===== src/rtl/keypad_scanner_if.sv =====
// keypad_scanner_if: keypad lines and key-code FIFO handshake for keypad_scanner
interface keypad_scanner_if;
  logic [3:0] keypad_row;
  logic [3:0] keypad_col;
  logic       key_valid;
  logic [3:0] key_code;
  logic       key_ready;
  logic       key_held;
  logic       overflow;
  logic       overflow_clr;
  logic       irq;
  modport master (
    input  keypad_row, key_ready, overflow_clr,
    output keypad_col, key_valid, key_code, key_held, overflow, irq
  );
  modport slave (
    output keypad_row, key_ready, overflow_clr,
    input  keypad_col, key_valid, key_code, key_held, overflow, irq
  );
endinterface


===== src/rtl/keypad_scanner.sv =====
// keypad_scanner: 4x4 matrix scanner with press/release debounce and a key-code FIFO
module keypad_scanner #(
  parameter int SCAN_CYCLES     = 1000,
  parameter int DEBOUNCE_CYCLES = 500000,
  parameter int FIFO_DEPTH      = 4
) (
  input logic               axi_aclk,
  input logic               axi_aresetn,
  keypad_scanner_if.master  bus
);
  localparam int MAXC = SCAN_CYCLES > DEBOUNCE_CYCLES ? SCAN_CYCLES : DEBOUNCE_CYCLES;
  localparam int CW   = $clog2(MAXC) + 1;
  localparam int AW   = $clog2(FIFO_DEPTH);
  localparam logic [CW-1:0] SCAN_LAST = CW'(SCAN_CYCLES - 1);
  localparam logic [CW-1:0] DEB_LAST  = CW'(DEBOUNCE_CYCLES - 1);
  localparam logic [AW:0]   FULL_CNT  = (AW+1)'(FIFO_DEPTH);
  // code for (row, col) at nibble {row, col}
  localparam logic [63:0] KEYMAP = 64'hDEF0_C987_B654_A321;
  typedef enum logic [1:0] {S_SCAN, S_DEB_PRESS, S_HELD, S_DEB_REL} state_t;
  state_t        r_state, w_state_nx;
  logic [3:0]    r_sync1, r_rs, r_lat_row;
  logic [1:0]    r_col, w_col_nx, w_row;
  logic [CW-1:0] r_cnt, w_cnt_nx, w_cnt_inc;
  logic          w_latch, w_push;
  logic [3:0]    w_code;
  logic [3:0]    r_mem [FIFO_DEPTH];
  logic [AW:0]   r_wr, r_rd;
  logic          r_ovf;
  logic          w_empty, w_full, w_pop, w_wr_en, w_drop;
  always_ff @(posedge axi_aclk) begin
    if (!axi_aresetn) begin
      r_sync1 <= 4'hF;
      r_rs    <= 4'hF;
    end else begin
      r_sync1 <= bus.keypad_row;
      r_rs    <= r_sync1;
    end
  end
  assign w_cnt_inc = &r_cnt ? r_cnt : r_cnt + 1'b1;
  always_comb begin
    w_state_nx = r_state;
    w_cnt_nx   = w_cnt_inc;
    w_col_nx   = r_col;
    w_latch    = 1'b0;
    w_push     = 1'b0;
    unique case (r_state)
      S_SCAN: begin
        if (r_rs != 4'hF) begin
          w_state_nx = S_DEB_PRESS;
          w_cnt_nx   = CW'(1);
          w_latch    = 1'b1;
        end else if (r_cnt >= SCAN_LAST) begin
          w_cnt_nx = '0;
          w_col_nx = r_col + 2'd1;
        end
      end
      S_DEB_PRESS: begin
        if (r_rs != r_lat_row) begin
          w_state_nx = S_SCAN;
          w_cnt_nx   = '0;
        end else if (r_cnt >= DEB_LAST) begin
          w_state_nx = S_HELD;
          w_cnt_nx   = '0;
          w_push     = 1'b1;
        end
      end
      S_HELD: begin
        w_cnt_nx = '0;
        if (r_rs == 4'hF) begin
          w_state_nx = S_DEB_REL;
          w_cnt_nx   = CW'(1);
        end
      end
      S_DEB_REL: begin
        if (r_rs != 4'hF) begin
          w_state_nx = S_HELD;
          w_cnt_nx   = '0;
        end else if (r_cnt >= DEB_LAST) begin
          w_state_nx = S_SCAN;
          w_cnt_nx   = '0;
          w_col_nx   = r_col + 2'd1;
        end
      end
      default: w_state_nx = S_SCAN;
    endcase
  end
  always_ff @(posedge axi_aclk) begin
    if (!axi_aresetn) begin
      r_state   <= S_SCAN;
      r_cnt     <= '0;
      r_col     <= 2'd0;
      r_lat_row <= 4'hF;
    end else begin
      r_state   <= w_state_nx;
      r_cnt     <= w_cnt_nx;
      r_col     <= w_col_nx;
      r_lat_row <= w_latch ? r_rs : r_lat_row;
    end
  end
  // lowest pressed row wins when several rows read low
  assign w_row  = !r_lat_row[0] ? 2'd0 : !r_lat_row[1] ? 2'd1 : !r_lat_row[2] ? 2'd2 : 2'd3;
  assign w_code = KEYMAP[{w_row, r_col, 2'b00} +: 4];
  assign w_empty = r_wr == r_rd;
  assign w_full  = (r_wr - r_rd) == FULL_CNT;
  assign w_pop   = !w_empty && bus.key_ready;
  assign w_wr_en = w_push && (!w_full || w_pop);
  assign w_drop  = w_push && w_full && !w_pop;
  always_ff @(posedge axi_aclk) begin
    if (w_wr_en) r_mem[r_wr[AW-1:0]] <= w_code;
  end
  always_ff @(posedge axi_aclk) begin
    if (!axi_aresetn) begin
      r_wr  <= '0;
      r_rd  <= '0;
      r_ovf <= 1'b0;
    end else begin
      r_wr  <= w_wr_en ? r_wr + 1'b1 : r_wr;
      r_rd  <= w_pop ? r_rd + 1'b1 : r_rd;
      r_ovf <= w_drop ? 1'b1 : bus.overflow_clr ? 1'b0 : r_ovf;
    end
  end
  assign bus.keypad_col = ~(4'b0001 << r_col);
  assign bus.key_valid  = !w_empty;
  assign bus.key_code   = w_empty ? 4'h0 : r_mem[r_rd[AW-1:0]];
  assign bus.key_held   = r_state == S_HELD || r_state == S_DEB_REL;
  assign bus.overflow   = r_ovf;
  assign bus.irq        = !w_empty;
endmodule


===== src/flat_wrapper.sv =====
// flat-port wrapper written by rule: the top's interface ports become plain ports
module keypad_scanner_flat 
#(
  parameter int SCAN_CYCLES     = 1000,
  parameter int DEBOUNCE_CYCLES = 500000,
  parameter int FIFO_DEPTH      = 4
)
  (axi_aclk, axi_aresetn, bus_keypad_row, bus_key_ready, bus_overflow_clr, bus_keypad_col, bus_key_valid, bus_key_code, bus_key_held, bus_overflow, bus_irq);
  keypad_scanner_if bus_i ();
  input logic axi_aclk;
  input logic axi_aresetn;
  input wire logic [$bits(bus_i.keypad_row)-1:0] bus_keypad_row;
  input wire logic [$bits(bus_i.key_ready)-1:0] bus_key_ready;
  input wire logic [$bits(bus_i.overflow_clr)-1:0] bus_overflow_clr;
  output wire logic [$bits(bus_i.keypad_col)-1:0] bus_keypad_col;
  output wire logic [$bits(bus_i.key_valid)-1:0] bus_key_valid;
  output wire logic [$bits(bus_i.key_code)-1:0] bus_key_code;
  output wire logic [$bits(bus_i.key_held)-1:0] bus_key_held;
  output wire logic [$bits(bus_i.overflow)-1:0] bus_overflow;
  output wire logic [$bits(bus_i.irq)-1:0] bus_irq;
  assign bus_i.keypad_row = bus_keypad_row;
  assign bus_i.key_ready = bus_key_ready;
  assign bus_i.overflow_clr = bus_overflow_clr;
  assign bus_keypad_col = bus_i.keypad_col;
  assign bus_key_valid = bus_i.key_valid;
  assign bus_key_code = bus_i.key_code;
  assign bus_key_held = bus_i.key_held;
  assign bus_overflow = bus_i.overflow;
  assign bus_irq = bus_i.irq;
  keypad_scanner #(.SCAN_CYCLES(SCAN_CYCLES), .DEBOUNCE_CYCLES(DEBOUNCE_CYCLES), .FIFO_DEPTH(FIFO_DEPTH)) u_core (.axi_aclk(axi_aclk), .axi_aresetn(axi_aresetn), .bus(bus_i));
endmodule

===== config.mk =====
export PLATFORM = sky130hd
export DESIGN_NAME = keypad_scanner_flat
export DESIGN_NICKNAME = d
export VERILOG_FILES = /design/src/rtl/keypad_scanner_if.sv /design/src/rtl/keypad_scanner.sv /design/src/flat_wrapper.sv
export SDC_FILE = /design/constraint.sdc
export NUM_CORES = 1
export LEC_CHECK = 0
export ABC_AREA = 1
export BUFFER_PORTS_ARGS = -buffer_cell sky130_fd_sc_hd__buf_2
export CAP_MARGIN = 20
export CORE_MARGIN = 3
export CORE_UTILIZATION = 25
export CTS_CLUSTER_SIZE = 12
export DETAILED_ROUTE_END_ITERATION = 16
export PLACE_DENSITY_LB_ADDON = 0.08
export SLEW_MARGIN = 25
export SYNTH_ARGS = -nofsm -noshare
export SYNTH_HDL_FRONTEND = slang
export SYNTH_SLANG_ARGS = --single-unit

===== constraint.sdc =====
create_clock -name axi_aclk -period 3.5 [get_ports axi_aclk]
set_input_delay 0.7 -clock axi_aclk [delete_from_list [all_inputs] [get_ports axi_aclk]]
set_output_delay 0.7 -clock axi_aclk [all_outputs]
set_load 0.01 [all_outputs]

## Yosys cells after proc, flatten, opt, wreduce, memory -nomap -nowiden

Memory sizes are Yosys's and may differ from the RTL's. A register that Yosys moved wholly into a read port is not among the register bits.
Cells that the tools add are included.

- RAM bits: 16
- Output and inout port bits: 12
- Bits in registers: 43
- ROM bits: 0
- Memories: 1
- Logic and storage cells: 86
- Input port bits: 8
- Bits in latches: 0

- $mul: 0
- Multiplexer cells: 35
- Bitwise logic cells: 1
- Add/subtract/negate cells: 5
- Shift-type cells: 2
- Divide/modulo/power cells: 0
- Eq/ne operators: 16
- Reductions and logical operators: 15
- Order comparisons: 2

Memory list:

| memory | depth | bits a word | rd ports | clocked after memory_dff | wr ports | RTL line | source |
|---|---|---|---|---|---|---|---|
| u_core.r_mem | 4 | 4 | 1 | 1 | 1 | keypad_scanner.sv:26 | `logic [3:0] r_mem [FIFO_DEPTH];` |

Operator list:

| kind | number |
|---|---|
| 20-bit 2-to-1 mux | 6 |
| 20-bit case mux with 4 select lines | 1 |
| 64-bit by 7-bit indexed part select with 4-bit output, first input constant | 1 |
| 2-bit 2-to-1 mux | 14 |
| 20-bit by 1-bit adder with 20-bit output, second input constant | 1 |
| 20-bit by 10-bit >= comparator with 1-bit output, second input constant | 1 |
| 20-bit by 19-bit >= comparator with 1-bit output, second input constant | 1 |
| 20-bit AND reduction | 1 |
| 1-bit 2-to-1 mux | 11 |
| 2-bit by 1-bit inequality test with 1-bit output, second input constant | 4 |
| 2-bit case mux with 4 select lines | 1 |
| 3-bit by 1-bit adder with 3-bit output, second input constant | 2 |
| 3-bit by 1-bit inequality test with 1-bit output, second input constant | 2 |
| 5-bit AND reduction | 1 |
| 2-bit == test, second input constant | 2 |
| 4-bit == test, second input constant | 1 |
| 1-bit logical AND | 4 |
| 4-bit 2-to-1 mux | 1 |
| 2-bit inequality test, second input constant | 2 |
| 4-bit inequality test | 1 |
| 4-bit inequality test, second input constant | 1 |
| 4-bit inverter | 1 |
| 2-bit case mux with 2 select lines | 1 |
| 4-bit AND reduction | 1 |
| other kinds (10) | 14 |

## Depth between registers and ports, before layout

- Depth in word-level cells: 7
- Depth in mapped cells: 13
- Depth with buffers taken out: 12

## Worst setup path after synthesis

No wires, ideal clock.

- Path type: reg-to-output
- Start point: register u_core.r_wr[0]
- End point: output bus_key_valid
- Path slack: 1.637 ns
- Path buffers: 1
- Data arrival time: 1.163 ns
- Stages on the path, launching flop included: 7
- Cell sequence: dfxtp_1 > inv_1 > ha_1 > nand2_1 > nor2_2 > inv_2 > buf_4

- Longest elaborated chain between the ends: 2

RTL lines:

| element | RTL line | source |
|---|---|---|
| start: declaration | keypad_scanner.sv:27 | `logic [AW:0] r_wr, r_rd;` |
| start signal: assignment | keypad_scanner.sv:117 | `r_wr <= w_wr_en ? r_wr + 1'b1 : r_wr;` |
| 3-bit == test | keypad_scanner.sv:103 | `assign w_empty = r_wr == r_rd;` |
| 1-bit zero test | -- |  |
| end: declaration | flat_wrapper.sv:16 | `output wire logic [$bits(bus_i.key_valid)-1:0] bus_key_valid;` |

Every way passes these cells.

## Worst setup path after layout

- Start point: register u_core.r_wr[0]
- End point: output bus_key_code[1]

- Longest elaborated chain between the ends: 2

RTL lines:

| element | RTL line | source |
|---|---|---|
| 3-bit == test | keypad_scanner.sv:103 |  |
| 4-bit 2-to-1 mux | keypad_scanner.sv:124 | `assign bus.key_code = w_empty ? 4'h0 : r_mem[r_rd[AW-1:0]];` |
| end: declaration | flat_wrapper.sv:17 | `output wire logic [$bits(bus_i.key_code)-1:0] bus_key_code;` |

Every way passes these cells.

==> results.toml <==
[floorplanning]
fp-row-count = 42
design.portCount = 20
die_x_um = 124.1
core_region_area_mm2 = 0.01345
start_util_pct = 25.91
die_y_um = 124.1
die_area_mm2 = 0.01540

[pwr]
ir_worst_vdd_mv = 0.1691
power_density_mw_per_mm2 = 625.2
leakage_nw = 1.721

[yosys]
synth_warnings = 0
synth.top_cells.by_area = "sky130_fd_sc_hd__dfxtp_1 (26%), sky130_fd_sc_hd__edfxtp_1 (14%), sky130_fd_sc_hd__nand2_1 (7.9%)"
top_cell_type_s_share_of_synthesized_area_pct = 25.84
synth_area_per_cell_um2 = 7.729
synth_top_cell_by_area = "sky130_fd_sc_hd__dfxtp_1"
seq_area_frac_synth_pct = 39.63
post_synth_inst_count = 451
yosysUniqueCellTypes = 34
synth.net_count = 478
netlist_area_mm2 = 0.003486
synth_seq_cells = 61

[final_layout]
fraction_of_final_layout_cells_sized_beyond_drive_strength_1_pct = 18.30
number_of_inserted_filler_cells_in_the_final_layout = 1509
num_antenna_cells = 0
finalNonFillerCells = 657
flow.area_growth_from_synthesis_pct = 15.86
finalNetCount = 503

[detailed_routing]
routed-via-count = 2729
final_antenna_net_count = 0
drt_wl_total_mm = 7.589
post_drt_wl_per_cell_um = 11.55
drt_pre_antenna_iters = 6
drt_first_iter_violations = 117
post_drt_via_cell_ratio = 4.154
drt_drc_violations_left = 0

[sta]
max-slew-margin-rel_pct = 53.40
timing.final.crit_period_ns = 2.361
slew_viol_final = 0
setup_total_neg_slack_ns = 0
finalCritPeriodShare_pct = 67.46
setup_repair_after_global_routing_missed_its_margin = "no"
setup_viol = 0
max_freq_ghz = 0.4236
worstMarginPinSlew_ns = 0.6918
clock_skew_ns = 0.004972
final-hold-violation-count = 0

[flow_run]
timing.max_cap.violations = 0

[clock_network]
cts_setup_buffers = 0
clkLatencyLatePin_ns = 0.34
clock_buffer_depth = 2
count_of_cells_resized_by_post_cts_repair = 0
tritoncts = "built"
tritoncts.num_buffers = 9
ctsHtreeMaxLevel = 3
cts_hold_buf = 0
path_clk_slew_ns = 0.06
cts.sink_count = 61
root_buffer = "sky130_fd_sc_hd__clkbuf_16"

[status]
run_status = "completed"

[global_route]
grt_start_max_net_pins = 19
antenna_found_initial = 0
overflow = 0
wire_length_of_the_first_global_routing_pass_mm = 12.93
track_usage_pct = 11.02
number_of_global_route_vias_before_repair = 2655

[placement]
gp_congestion = 0.7497
port_buffers = 19
post-dp-hpwl_mm = 5.703
placed_cells = 641

[setup_path]
start_to_end_type_of_the_worst_setup_path = "register to output pin"
critical_path_arrival_ns = 1.66
worstPathMaxFanout = 5
end_kind = "output pin"
worst_setup_path_start_kind = "register"
required_ns = 2.80
reg2regPathDepth = 9

[min_path]
hold_path_depth = 1
hold_path.class = "register to register"
==> registers in the layout, indices dropped and copies added (netlist names), named ones only <==
signal               cells
u_core.r_cnt            20
u_core.r_mem            16
u_core.r_lat_row         4
u_core.r_rs              4
u_core.r_sync1           4
u_core.r_rd              3
u_core.r_wr              3
u_core.r_col             2
u_core.r_state           2
u_core.bus.overflow      1
==> placed cells by master (no fill, tap or decap), drive strengths merged, types with 8 or more instances in the layout <==
cell type,count
inv,74
dfxtp,45
o21ai,26
nand3,33
clkbuf,9
a21oi,21
edfxtp,16
or2,8
nand2,82
nor3,8
ha,19
buf,19
nor2,86
xor2,10
==> per-stage QoR <==
stage	area, um^2	utilization, %	total power [mW]	setup slack, ns	hold WS [ns]
final	4039	30.02	2.525	1.139	0.4092
after CTS	4039	30.02	2.574	1.106	0.4106
after global placement	3761	27.96	1.749	1.461	0.3974
after detailed placement	3761	27.96	1.740	1.360	0.3972
after floorplan	3486	-	1.508	1.637	0.3925
after global routing	4039	30.02	2.735	1.001	0.4233
==> per-layer routing <==
| metal | wire length (um) | share of wire, % | up-vias | GRT usage (%) |
|---|---|---|---|---|
| met2 | 3242 | 43 | 26 | 16.35 |
| met4 | 223 | 2.9 | 0 | 6.366 |
| li1 | - | - | 1476 | - |
| met3 | 232 | 3.1 | 11 | 2.361 |
| met5 | 0 | 0 | - | 0 |
| met1 | 3891 | 51 | 1216 | 14.73 |
==> cell usage after synthesis <==
cell type / n
sky130_fd_sc_hd__xnor2_1: 4
sky130_fd_sc_hd__nand4_1: 5
sky130_fd_sc_hd__buf_12: 1
sky130_fd_sc_hd__conb_1: 1
sky130_fd_sc_hd__nand3b_1: 1
sky130_fd_sc_hd__nor3_4: 1
sky130_fd_sc_hd__or2_2: 8
sky130_fd_sc_hd__nor2_2: 5
sky130_fd_sc_hd__inv_2: 8
sky130_fd_sc_hd__inv_1: 66
sky130_fd_sc_hd__nand2_1: 73
sky130_fd_sc_hd__nand3_4: 2
sky130_fd_sc_hd__buf_2: 1
sky130_fd_sc_hd__nand3b_2: 1
sky130_fd_sc_hd__nor2_1: 66
sky130_fd_sc_hd__nand3_2: 3
sky130_fd_sc_hd__nor3_1: 7
sky130_fd_sc_hd__ha_1: 19
sky130_fd_sc_hd__a21oi_1: 21
sky130_fd_sc_hd__o21ai_0: 24
sky130_fd_sc_hd__and2_1: 1
sky130_fd_sc_hd__buf_4: 1
sky130_fd_sc_hd__nand3_1: 28
sky130_fd_sc_hd__dfxtp_1: 45
sky130_fd_sc_hd__nand2_4: 1
sky130_fd_sc_hd__o211ai_1: 3
sky130_fd_sc_hd__o22ai_1: 1
sky130_fd_sc_hd__clkbuf_1: 2
sky130_fd_sc_hd__nor4_2: 1
sky130_fd_sc_hd__nand2_2: 8
sky130_fd_sc_hd__nor2_4: 15
sky130_fd_sc_hd__o21ai_1: 2
sky130_fd_sc_hd__edfxtp_1: 16
sky130_fd_sc_hd__xor2_1: 10
==> power breakdown <==
group / internal, mW / leakage, nW / switching, mW
sequential: 0.837 / 0.513 / 0.0770
combinational: 0.279 / 1.07 / 0.516
clock: 0.480 / 0.135 / 0.337
total: 1.60 / 1.72 / 0.929
==> logic make-up (layout without fill, tap and decap cells) <==
logic type               after synthesis  count (layout)  synth area share (%)
AO/OA/AOI/OAI                         51              51                 7.574
XOR/XNOR                              14              14                 3.517
adder cells (fa/ha/maj)               19              19                 6.820
buffers and inverters                 79             109                 9.117
flip-flops                            61              61                 39.63
other                                  1               1                0.1076
AND/OR/NAND/NOR                      226             226                 33.24
==> critical path: stages (launching register included) <==
cell	delay, ns
sky130_fd_sc_hd__dfxtp_1	0.36
sky130_fd_sc_hd__inv_1	0.11
sky130_fd_sc_hd__ha_1	0.29
sky130_fd_sc_hd__nand2_1	0.07
sky130_fd_sc_hd__nor2_2	0.27
sky130_fd_sc_hd__a21oi_1	0.08
sky130_fd_sc_hd__buf_2	0.15
==> worst paths after layout <==
kind	startpoint	end	slack [ns]
worst max register to register	u_core.r_wr[0]	u_core.r_mem[0][0]	1.42
worst min-delay path	u_core.r_sync1[3]	u_core.r_rs[3]	0.41
worst min register to register	u_core.r_sync1[3]	u_core.r_rs[3]	0.41
worst max-delay path	u_core.r_wr[0]	bus_key_code[1]	1.14
==> area by class of cell <==
class	count	area [um^2]	area share, %
sequential	61	1381	34.20
clock buffer	9	225.2	5.576
timing repair buffer	19	95.09	2.354
inverter	74	277.8	6.877
clock inverter	7	52.55	1.301
multi-input combinational	311	1787	44.24
tap	176	220.2	5.452
No activity file was read; power rests on OpenSTA's default activity.
